**config.mk**
```make
export PLATFORM = sky130hd
export DESIGN_NAME = eq_band_scheduler
export DESIGN_NICKNAME = d
export VERILOG_FILES = /design/src/rtl/eq_band_scheduler.sv
export SDC_FILE = /design/constraint.sdc
export NUM_CORES = 1
export LEC_CHECK = 0
export BUFFER_PORTS_ARGS = -buffer_cell sky130_fd_sc_hd__buf_2
export CAP_MARGIN = 15
export CORE_MARGIN = 2
export CORE_UTILIZATION = 63
export CTS_BUF_LIST = sky130_fd_sc_hd__clkbuf_4 sky130_fd_sc_hd__clkbuf_8 sky130_fd_sc_hd__clkbuf_16
export CTS_CLUSTER_DIAMETER = 100
export DETAILED_ROUTE_END_ITERATION = 6
export GPL_ROUTABILITY_DRIVEN = 0
export PLACE_DENSITY = 0.91
export SETUP_SLACK_MARGIN = 0.02
export SYNTH_ARGS = -nofsm -noshare
export SYNTH_HDL_FRONTEND = slang
export SYNTH_SLANG_ARGS = --single-unit
```
**constraint.sdc**
```tcl
create_clock -name i_clk -period 4.3 [get_ports i_clk]
set_input_delay 0.215 -clock i_clk [delete_from_list [all_inputs] [get_ports i_clk]]
set_output_delay 0.215 -clock i_clk [all_outputs]
set_load 0.1 [all_outputs]
```
**src/rtl/eq_band_scheduler.sv**
```systemverilog
// EQ band gain store with round-robin, tick-aligned coefficient set issue.
// One shared gain bus; each issue is followed by a settle window.
module eq_band_scheduler #(
   parameter int NBANDS = 5,
   parameter int SETTLE = 16,
   parameter int GMAX   = 12
) (
   input  logic              i_clk,
   input  logic              i_rst_n,
   input  logic [2:0]        i_band_sel,
   input  logic              i_up,
   input  logic              i_down,
   input  logic              i_sample_tick,
   output logic [NBANDS-1:0] o_set,
   output logic [15:0]       o_gain,
   output logic              o_busy,
   output logic [15:0]       o_disp_gain
);
   localparam int CW = $clog2(SETTLE + 1);
   localparam logic signed [15:0] G_HI = 16'(GMAX);
   localparam logic signed [15:0] G_LO = -G_HI;

   typedef enum logic [1:0] {
      S_IDLE,
      S_WAIT_TICK,
      S_ISSUE,
      S_SETTLE
   } state_t;

   state_t             state_q, state_d;
   logic signed [15:0] gain_q [NBANDS];
   logic [NBANDS-1:0]  pend_q;
   logic [2:0]         band_q, band_d, last_q, pick;
   logic signed [15:0] lat_q, lat_d, pick_gain;
   logic [CW-1:0]      cnt_q, cnt_d;
   logic signed [15:0] cur, nxt;
   logic [3:0]         idx;
   logic               sel_ok, changed, found, issuing;

   always_comb begin
      cur    = '0;
      sel_ok = 1'b0;
      for (int k = 0; k < NBANDS; k++) begin
         if (i_band_sel == 3'(k)) begin
            cur    = gain_q[k];
            sel_ok = 1'b1;
         end
      end
      nxt = cur;
      if (i_up && !i_down && cur < G_HI)
         nxt = cur + 16'sd1;
      else if (i_down && !i_up && cur > G_LO)
         nxt = cur - 16'sd1;
      changed = sel_ok && (nxt != cur);
   end

   assign o_disp_gain = cur;

   // round-robin: first pending band after last_q, wrapping
   always_comb begin
      found     = 1'b0;
      pick      = last_q;
      idx       = '0;
      pick_gain = '0;
      for (int i = 1; i <= NBANDS; i++) begin
         if (!found) begin
            idx = {1'b0, last_q} + 4'(i);
            if (idx >= 4'(NBANDS))
               idx = idx - 4'(NBANDS);
            if (pend_q[idx[2:0]]) begin
               found = 1'b1;
               pick  = idx[2:0];
            end
         end
      end
      for (int k = 0; k < NBANDS; k++) begin
         if (pick == 3'(k))
            pick_gain = gain_q[k];
      end
   end

   always_comb begin
      state_d = state_q;
      band_d  = band_q;
      lat_d   = lat_q;
      cnt_d   = cnt_q;
      unique case (state_q)
         S_IDLE: begin
            if (found) begin
               band_d  = pick;
               lat_d   = pick_gain;
               state_d = S_WAIT_TICK;
            end
         end
         S_WAIT_TICK: begin
            if (i_sample_tick)
               state_d = S_ISSUE;
         end
         S_ISSUE: begin
            cnt_d   = '0;
            state_d = S_SETTLE;
         end
         S_SETTLE: begin
            if (cnt_q == CW'(SETTLE - 1))
               state_d = S_IDLE;
            else
               cnt_d = cnt_q + 1'b1;
         end
         default: state_d = S_IDLE;
      endcase
   end

   assign issuing = (state_q == S_ISSUE);
   assign o_busy  = (state_q != S_IDLE);
   assign o_gain  = lat_q;

   always_comb begin
      o_set = '0;
      for (int k = 0; k < NBANDS; k++)
         o_set[k] = issuing && (band_q == 3'(k));
   end

   always_ff @(posedge i_clk or negedge i_rst_n) begin
      if (!i_rst_n) begin
         state_q <= S_IDLE;
         band_q  <= '0;
         lat_q   <= '0;
         cnt_q   <= '0;
         last_q  <= 3'(NBANDS - 1);
      end else begin
         state_q <= state_d;
         band_q  <= band_d;
         lat_q   <= lat_d;
         cnt_q   <= cnt_d;
         if (issuing)
            last_q <= band_q;
      end
   end

   // pending clears on issue only if the stored gain is what went out
   always_ff @(posedge i_clk or negedge i_rst_n) begin
      if (!i_rst_n) begin
         pend_q <= '0;
         for (int k = 0; k < NBANDS; k++)
            gain_q[k] <= '0;
      end else begin
         for (int k = 0; k < NBANDS; k++) begin
            if (changed && i_band_sel == 3'(k)) begin
               gain_q[k] <= nxt;
               pend_q[k] <= 1'b1;
            end else if (issuing && band_q == 3'(k) &&
                         gain_q[k] == lat_q) begin
               pend_q[k] <= 1'b0;
            end
         end
      end
   end
endmodule

```
======== Word-level counts from Yosys, hierarchy flattened ========
Index checks and enable logic that the tools add are counted.
storage, ports and cells
  input bits .............................. 8
  register bits ........................... 114
  output and inout bits ................... 38
cells by class
  add/subtract/negate cells ............... 13
  $lt $le $gt $ge ......................... 12
  muxes and demuxes ....................... 70
  reduce and logical (&&, ||, !) cells .... 36
  eq/ne operators ......................... 26
operators with widths
  cell                                                                number
  2-to-1 mux 16 bit                                                   12
  equality test 16 bit                                                5
  2-to-1 mux 3 bit                                                    18
  2-to-1 mux 1 bit                                                    29
  greater-or-equal comparator 4 x 3 -> 1 bit (second input constant)  5
  logical AND 1 bit                                                   20
  less-than comparator 3 x 4 -> 1 bit (second input constant)         5
  equality test 3 x 2 -> 1 bit (second input constant)                6
  adder 16 x 2 -> 16 bit (second input constant)                      1
  greater-than comparator 16 x 5 -> 1 bit (second input constant)     1
  less-than comparator 16 x 5 -> 1 bit (second input constant)        1
  inequality test 16 bit                                              1
  subtractor 16 x 2 -> 16 bit (second input constant)                 1
  binary-select mux 1 bit (select 3 bit)                              5
  subtractor 3 bit (second input constant)                            5
  nonzero test 2 bit                                                  7
  case mux 5 bit (2 select lines)                                     1
  equality test 3 x 1 -> 1 bit (second input constant)                3
  equality test 3 bit (second input constant)                         3
  zero test 3 bit                                                     3
  adder 3 x 2 -> 4 bit (second input constant)                        2
  adder 3 x 3 -> 4 bit (second input constant)                        2
  inequality test 2 bit (second input constant)                       4
  case mux 2 bit (4 select lines)                                     1
  11 further kinds                                                    16

======== Depth between registers and ports, before layout ========
Gate-level depths: netlist (run 1).
  depth in word-level cells ............... 32
  gate-level depth with buffers ........... 19
  depth with buffers taken out ............ 15

======== Worst setup path after synthesis (run 1) ========
Ideal clock, no wire load.
  kind .................................... input-to-reg
  start point ............................. input i_band_sel[0]
  end point ............................... register gain_q[14] (netlist name)
  stages on the path ...................... 10
  setup slack ............................. -116 ps
  arrival time ............................ 4,288 ps
  path through ............................ and2_1 buf_2 a22oi_1 o22ai_1 nand4b_1 o32a_1 or3_1 o32ai_2 xor2_1 mux2_1
on the way
  longest elaborated chain between the ends .. 13
  elaborated cells between the ends (all ways) .. 26
  those cells by class .................... 2 x add/sub; 2 x order compare; 5 x eq/ne; 12 x mux; 5 x reduce/logical
RTL lines
  element                                  RTL line  RTL
  start: declaration                       10        input logic [2:0] i_band_sel,
  zero test 3 bit                          44        if (i_band_sel == 3'(k)) begin
  2-to-1 mux 16 bit (4 in a row)           44
  2-to-1 mux 16 bit (*)                    44
  net o_disp_gain[11]                      17        output logic [15:0] o_disp_gain
  greater-than comparator 16 x 5 -> 1 bit  52        else if (i_down && !i_up && cur > G_LO)
  logical AND 1 bit                        52
  2-to-1 mux 16 bit                        52
  2-to-1 mux 16 bit                        50        if (i_up && !i_down && cur < G_HI)
  inequality test 16 bit                   54        changed = sel_ok && (nxt != cur);
  logical AND 1 bit                        54
  logical AND 1 bit                        148       if (changed && i_band_sel == 3'(k)) begin
  end signal: indexed assignment           149       gain_q[k] <= nxt;
  end: declaration                         31        logic signed [15:0] gain_q [NBANDS];
The timed path passes the listed nets; every way through them passes the cells marked *.
A chain may end at the register's enable or synchronous reset.

======== Worst setup path in the final report (run 1) ========
  start point ............................. register last_q[1]
  end point ............................... register lat_q[15] (netlist: o_gain[15])
on the way
  longest elaborated chain between the ends .. 20
  elaborated cells between the ends (all ways) .. 63
  those cells by class .................... 10 x add/sub; 5 x order compare; 4 x eq/ne; 42 x mux; 2 x reduce/logical
RTL lines
  element                                                                                                  RTL line  RTL
  start: declaration                                                                                       33        logic [2:0] band_q, band_d, last_q, pick;
  start signal: assignment                                                                                 129       last_q <= 3'(NBANDS - 1);
  start signal: assignment                                                                                 136       last_q <= band_q;
  adder 3 x 1 -> 4 bit / adder 3 x 2 -> 4 bit (equally long branches)                                      67        idx = {1'b0, last_q} + 4'(i);
  greater-or-equal comparator 4 x 3 -> 1 bit / subtractor 3 bit (equally long branches)                    68, 69
  2-to-1 mux 3 bit                                                                                         68        if (idx >= 4'(NBANDS))
  binary-select mux 1 bit (select 3 bit) / 2-to-1 mux 3 bit (equally long branches)                        70, 66
  2-to-1 mux 1 bit (implied by the code) / binary-select mux 1 bit (select 3 bit) (equally long branches)  70        if (pend_q[idx[2:0]]) begin
  2-to-1 mux 3 bit / 2-to-1 mux 1 bit (equally long branches)                                              70
  2-to-1 mux 3 bit                                                                                         70
  2-to-1 mux 3 bit                                                                                         66        if (!found) begin
  2-to-1 mux 3 bit                                                                                         70
  2-to-1 mux 3 bit                                                                                         66
  2-to-1 mux 3 bit                                                                                         70
  2-to-1 mux 3 bit                                                                                         66
  2-to-1 mux 3 bit                                                                                         70
  2-to-1 mux 3 bit                                                                                         66
  zero test 3 bit                                                                                          77        if (pick == 3'(k))
  2-to-1 mux 16 bit (5 in a row)                                                                           77
  end signal: assignment                                                                                   133       lat_q <= lat_d;
  end: declaration                                                                                         34        logic signed [15:0] lat_q, lat_d, pick_gain;
Several ways; a longest one is shown, not always the timed one. The select of a mux whose other input is x is not followed.

==> impl_metrics.json, run 1 <==
{
  "status": "finished clean",
  "drive_gt1_share_pct": 25.8,
  "worstSkewPairLatency_ns": 0.43,
  "hp-class": "in -> reg",
  "cts_buffers": 17,
  "wl_per_cell_microns": 23.8,
  "reg2reg_slack_ns": 0.20,
  "fp-row-count": 42,
  "r2r_end": "o_gain[15]",
  "netlist_instances": 910,
  "critPathArrivalTime_ns": 4.38,
  "dp_slack_ns": 0.135,
  "synthesis.nets": 938,
  "synth-edff-count": 0,
  "grt_max_degree": 74,
  "fin_ws_ns": 0.205,
  "slew_headroom_pct": 32.2,
  "hpwlAfterDp_microns": 18500,
  "ys_seq_area_share_pct": 33.5,
  "crit_type": "reg -> reg",
  "path_buf_inv": 3,
  "ys_top_cells_by_area": "dfrtp_1 33%, mux2_2 11%, xnor2_1 8.2%, nand2_1 2.9%, ha_1 2.8%",
  "wl_met2_microns": 12400,
  "cp.required_ns": 4.58,
  "routed.top_layer": "met4",
  "hold_violations": 0,
  "ys_ff_latch": 114,
  "r2r_start": "last_q[1]",
  "seqCellArea_sq_mm": 0.00286,
  "cts.clk_slew.worst_paths_ns": 0.05,
  "fp.dieArea_sq_mm": 0.0145,
  "finish.utilization_pct": 73.0,
  "reg2reg_depth": 15,
  "grt_pass1_wl_microns": 42800,
  "wl_met3_microns": 2980,
  "cts.sinks": 114,
  "setup_viol": 0,
  "slowest_delay_ns": 0.47,
  "wl_microns": 27100,
  "synth_flop_cell": "dfrtp_1",
  "period_share_pct": 95.2,
  "clock_skew_ns": 0.00639,
  "io_pins": 46,
  "portBuffers": 45,
  "area_growth_pct": 13.3,
  "max-cap-violations": 0,
  "tritoncts": "built",
  "fp.dieH_microns": 120,
  "core_area_sq_mm": 0.0132,
  "crit_path_top_delay_cell": "or3b_2",
  "diodes": 0,
  "drt-met1-wl_microns": 9590,
  "multi_input_area_sq_mm": 0.00531,
  "synth_area_sq_mm": 0.00853,
  "ys_types": 75,
  "final_max_slew_viol_count": 0,
  "endpoint_kind": "flop",
  "drc": 0,
  "dr.pass1.iters": 6,
  "cts_max_level": 4,
  "start_util_pct": 64.4,
  "grt_pass1_vias": 7909,
  "final_area_sq_mm": 0.00967,
  "worstMarginPinSlew_ns": 1.01,
  "synth.avg_cell_area_sq_um": 9.38,
  "grt_setup_unrepaired": "no",
  "hold_path.startpoint": "i_sample_tick",
  "fin_tns_setup_ns": 0,
  "synth-async-reset-ratio_pct": 100,
  "antenna_found_initial": 0,
  "yosys.area.top_type": "dfrtp_1",
  "drtAntennaViolNets": 0,
  "cp_top_family": "compound AO/OA/AOI/OAI gates",
  "drt-initial-drc-count": 1200,
  "yosys_warnings": 0,
  "postCtsSetupRepairBufs": 0,
  "yosys-top-cells-count": "113 x dfrtp_1, 87 x mux2_2, 80 x xnor2_1",
  "placedInstanceArea_sq_mm": 0.00902,
  "min_period_ns": 4.10,
  "min_path_cells": 4,
  "fillers": 899,
  "path_cells": "buf_4 > ha_1 > buf_4 > or3b_2 > a32oi_2 > nor3_1 > o22a_2 > a31oi_1 > and2_1 > a211oi_2 > o31ai_4 > buf_12 > mux2_2 > a22oi_1 > a211oi_2",
  "start_kind": "flop",
  "nNetsFinal": 980,
  "holdPathEnd": "state_q[0]",
  "vias": 7967,
  "grt-ovfl-total": 0,
  "grt_usage_pct": 38.5,
  "synth.top_cell.area_share_pct": 33.1,
  "fmax_mhz": 244,
  "via_per_inst": 6.99,
  "fp.dieW_microns": 120,
  "crit_fanout": 33,
  "synth_most_common_cell": "dfrtp_1",
  "root_buffer": "clkbuf_16",
  "clk_path_buf_depth": 2
}
## placed cells by master, fill, tap and decap left out, drive strengths merged, types with 8 or more instances in the layout
cell    synthesis  routed
dfrtp         113     113
mux2           88      88
xor2           18      18
nand2          65      65
mux2i          14      14
nand2b         18      18
a211oi         19      19
and2            8       8
a22oi          30      30
inv            31      31
nor4            8       8
nor2           55      55
ha             19      19
o22ai          12      12
nand4          13      13
xnor2          80      80
mux4            8       8
nor2b          11      11
clkbuf         35      24
a21oi          36      36
nor3           36      36
o21ai          46      46
nand3          19      19
buf            29      86
## worst max-delay path by stage
stage          depth (start not counted)  slack (ns)         end           from
2_1_floorplan                         14        0.20  gain_q[14]  i_band_sel[0]
3_3_place_gp                          14        0.28   o_gain[5]      last_q[1]
3_5_place_dp                          15        0.13  o_gain[10]      last_q[1]
4_1_cts                               15        0.08   o_gain[6]      last_q[1]
5_1_grt                               15        0.04  o_gain[10]      last_q[1]
6_report                              15        0.20  o_gain[15]      last_q[1]
## layout make-up
cell class                 count  share of cell area (%)
tap                          176                    2.28
multi-input combinational    700                    54.9
clock buffer                  24                    5.14
clock inverter                 6                   0.828
sequential                   114                    29.6
inverter                      32                    1.24
timing repair buffer          87                    6.03
## registers in the layout (all words and copies together) (netlist names)
register,cells
o_gain,16
state_q,2
pend_q,5
cnt_q,5
last_q,3
band_q,3
gain_q,80
## worst reg2reg max path: cells and delay by family, from the launching register on
kind,cells,cell delay (ns)
AOI/OAI and AO/OA,7,1.40
and+or+nand+nor,3,0.73
buffers and inverters,3,0.68
DFF,1,0.46
muxes,1,0.40
adders and majority gates,1,0.29
## through the flow
stage               instances  hold slack [ns]
floorplan                 910          -0.0806
global placement         1108            0.418
detailed placement       1108            0.426
CTS                      1139            0.273
global route             1139            0.307
finish                   1139            0.272
## repair_timing
action	4_1_cts	5_1_grt
hold endpoints to repair	71	0
setup endpoints to repair	0	16
resized for setup	0	14
hold buffers	1	0
## kinds of logic after synthesis
logic type               synth area share (%)
AND/OR/NAND/NOR                          16.0
multiplexers                             15.4
XOR/XNOR                                 10.1
AO/OA/AOI/OAI                            17.0
buffers and inverters                    5.07
flip-flops                               33.5
adder cells (fa/ha/maj)                  3.02
## routing by layer
| metal | up-vias | global-route usage (%) |
|---|---|---|
| met1 | 3745 | 46.8 |
| met2 | 624 | 59.1 |
| li1 | 3389 | - |
| met4 | 0 | 26.9 |
| met3 | 209 | 10.5 |
| met5 | - | 1.47 |
Power of run 1 is not shown: default switching activity piles up to over one toggle a cycle in this logic, so the estimate is an artifact.
==> inputs of run 2 (changes only) <==
--- a/config.mk
+++ b/config.mk
@@ -8,12 +8,12 @@
 export BUFFER_PORTS_ARGS = -buffer_cell sky130_fd_sc_hd__buf_2
 export CAP_MARGIN = 15
 export CORE_MARGIN = 2
-export CORE_UTILIZATION = 63
+export CORE_UTILIZATION = 60
 export CTS_BUF_LIST = sky130_fd_sc_hd__clkbuf_4 sky130_fd_sc_hd__clkbuf_8 sky130_fd_sc_hd__clkbuf_16
 export CTS_CLUSTER_DIAMETER = 100
 export DETAILED_ROUTE_END_ITERATION = 6
 export GPL_ROUTABILITY_DRIVEN = 0
-export PLACE_DENSITY = 0.91
+export PLACE_DENSITY = 0.87
 export SETUP_SLACK_MARGIN = 0.02
 export SYNTH_ARGS = -nofsm -noshare
 export SYNTH_HDL_FRONTEND = slang
==> run 2 against run 1 <==
The run now ends with negative hold slack left. Maximum frequency is essentially flat. Die area grew 4.8%. Global-route usage shrank 2.4 points. Clock skew grew 0.0013 ns. Final cell count shrank 0.18%. Utilization shrank 3.8 points. Critical endpoint is now o_gain[8].
==> impl_metrics.json, run 2 (synthesis gave the netlist of run 1 again) <==
{
  "status": "finished, violations left",
  "violations": "negative hold slack",
  "grt_setup_unrepaired": "no",
  "drt-initial-drc-count": 837,
  "path_cells": "buf_4 > ha_1 > or4b_1 > a32oi_1 > o21ai_0 > o22a_2 > a31oi_1 > and2_1 > a211oi_2 > o31ai_4 > buf_12 > mux2_2 > a22oi_1 > a211oi_2",
  "fp.dieArea_sq_mm": 0.0152,
  "layout_commonest_cell": "dfrtp_1",
  "drc": 0,
  "hold_slack_ns": -0.0156,
  "vias": 7856,
  "cts.sinks": 114,
  "fmax_mhz": 244,
  "dr.pass1.iters": 5,
  "wl_per_cell_microns": 23.3,
  "cts.clk_slew.worst_paths_ns": 0.06,
  "clk_path_buf_depth": 2,
  "cp.required_ns": 4.59,
  "grt_pass1_vias": 7636,
  "path_buf_inv": 2,
  "setup_viol": 0,
  "final_cell_mix": "112 x dfrtp_1, 87 x mux2_2, 80 x xnor2_1",
  "seqCellArea_sq_mm": 0.00286,
  "hp-class": "in -> async",
  "via_per_inst": 6.91,
  "drtAntennaViolNets": 0,
  "finish.utilization_pct": 69.2,
  "cts_max_level": 4,
  "fp-row-count": 43,
  "crit_type": "reg -> reg",
  "grt_usage_pct": 36.0,
  "endpoint_kind": "flop",
  "hold_violations": 15,
  "fin_cells": 1137,
  "final_max_slew_viol_count": 0,
  "postCtsSetupRepairBufs": 0,
  "grt-ovfl-total": 0,
  "postCtsHoldBufs": 0,
  "fp.dieW_microns": 123,
  "worstMarginPinSlew_ns": 1.06,
  "path_common_cell": "a211oi_2",
  "nNetsFinal": 972,
  "fin_tns_setup_ns": 0,
  "diodes": 0,
  "largest_register_ffs": 80,
  "io_pins": 46,
  "crit_cells": 14,
  "start_kind": "flop",
  "tritoncts": "built",
  "antenna_found_initial": 0,
  "regMostFlops": "gain_q",
  "grt_pass1_wl_microns": 40900,
  "hpwlAfterDp_microns": 18400,
  "worstSkewPairLatency_ns": 0.43,
  "slew_headroom_pct": 29.3,
  "crit_fanout": 33,
  "area_growth_pct": 12.6,
  "min_period_ns": 4.09,
  "fillers": 1017,
  "wl_microns": 26500,
  "grt_max_degree": 82,
  "drive_gt1_share_pct": 25.0,
  "place_inst": 1105,
  "reg2reg_depth": 14,
  "start_util_pct": 61.5,
  "max-cap-violations": 0,
  "cts_buffers": 17,
  "multi_input_area_sq_mm": 0.00528,
  "root_buffer": "clkbuf_16",
  "fp.dieH_microns": 123,
  "critPathArrivalTime_ns": 4.38,
  "cp_top_family": "compound AO/OA/AOI/OAI gates",
  "portBuffers": 45,
  "core_area_sq_mm": 0.0139,
  "crit_path_top_delay_cell": "or4b_1",
  "clock_skew_ns": 0.00765,
  "slowest_delay_ns": 0.51,
  "period_share_pct": 95.2
}
==> run 2: cell types whose count changed in the layout (fill, tap and decap cells not counted), moves of 2 or more <==
cell        delta
clkbuf_4       -2
ha_1           -2
nor2b_1        +2
clkinvlp_4     +2
buf_4          -7
nor2b_2        -2
ha_2           +2
==> run 2: repair_timing <==
action	in CTS	in global routing
gates resized for setup	0	6
endpoints found under the hold margin	0	0
setup endpoints to repair	0	16
==> run 2: stage by stage <==
step | worst slack (ns) | instance area, sq um
2_1_floorplan | 0.199 | 8550
3_5_place_dp | 0.139 | 8990
5_1_grt | 0.0416 | 9610
6_report | 0.207 | 9610
3_3_place_gp | 0.279 | 8990
4_1_cts | 0.124 | 9590
==> run 2: layout make-up <==
type | count | share of cell area (%)
Clock buffer | 23 | 5.16
Sequential cell | 114 | 29.8
Tap cell | 180 | 2.34
Timing Repair Buffer | 79 | 5.42
Clock inverter | 9 | 1.08
Inverter | 32 | 1.25
Multi-Input combinational cell | 700 | 55.0
==> run 2: routing by layer <==
metal | part of all wire (%) | track usage, % | vias up
met3 | 9.5 | 8.99 | 138
met2 | 47 | 57.0 | 549
li1 | - | - | 3372
met4 | 5.8 | 21.1 | 0
met5 | 0 | 0 | -
met1 | 38 | 44.7 | 3797
==> run 2: path summary, 6_finish.rpt <==
| path | slack [ns] | to | startpoint |
|---|---|---|---|
| worst max-delay path | 0.21 | o_gain[8] | last_q[1] |
| worst min-delay path | -0.02 | gain_q[11] | i_rst_n |
| worst max register to register | 0.21 | o_gain[8] | last_q[1] |
| worst min register to register | 0.50 | band_q[1] | band_q[1] |
| max in group asynchronous | 3.27 | cnt_q[3] | i_rst_n |
| min in group i_clk | 0.30 | state_q[0] | i_sample_tick |
==> run 2: worst register-to-register path, delay by kind of cell (launching register included) <==
family                   cells  cell delay (ns)
adder cells (fa/ha/maj)      1             0.32
multiplexers                 1             0.38
flip-flops                   1             0.47
buffers and inverters        2             0.44
AND/OR/NAND/NOR              2             0.71
AO/OA/AOI/OAI                8             1.62
Power of run 2 is left out for the same reason.
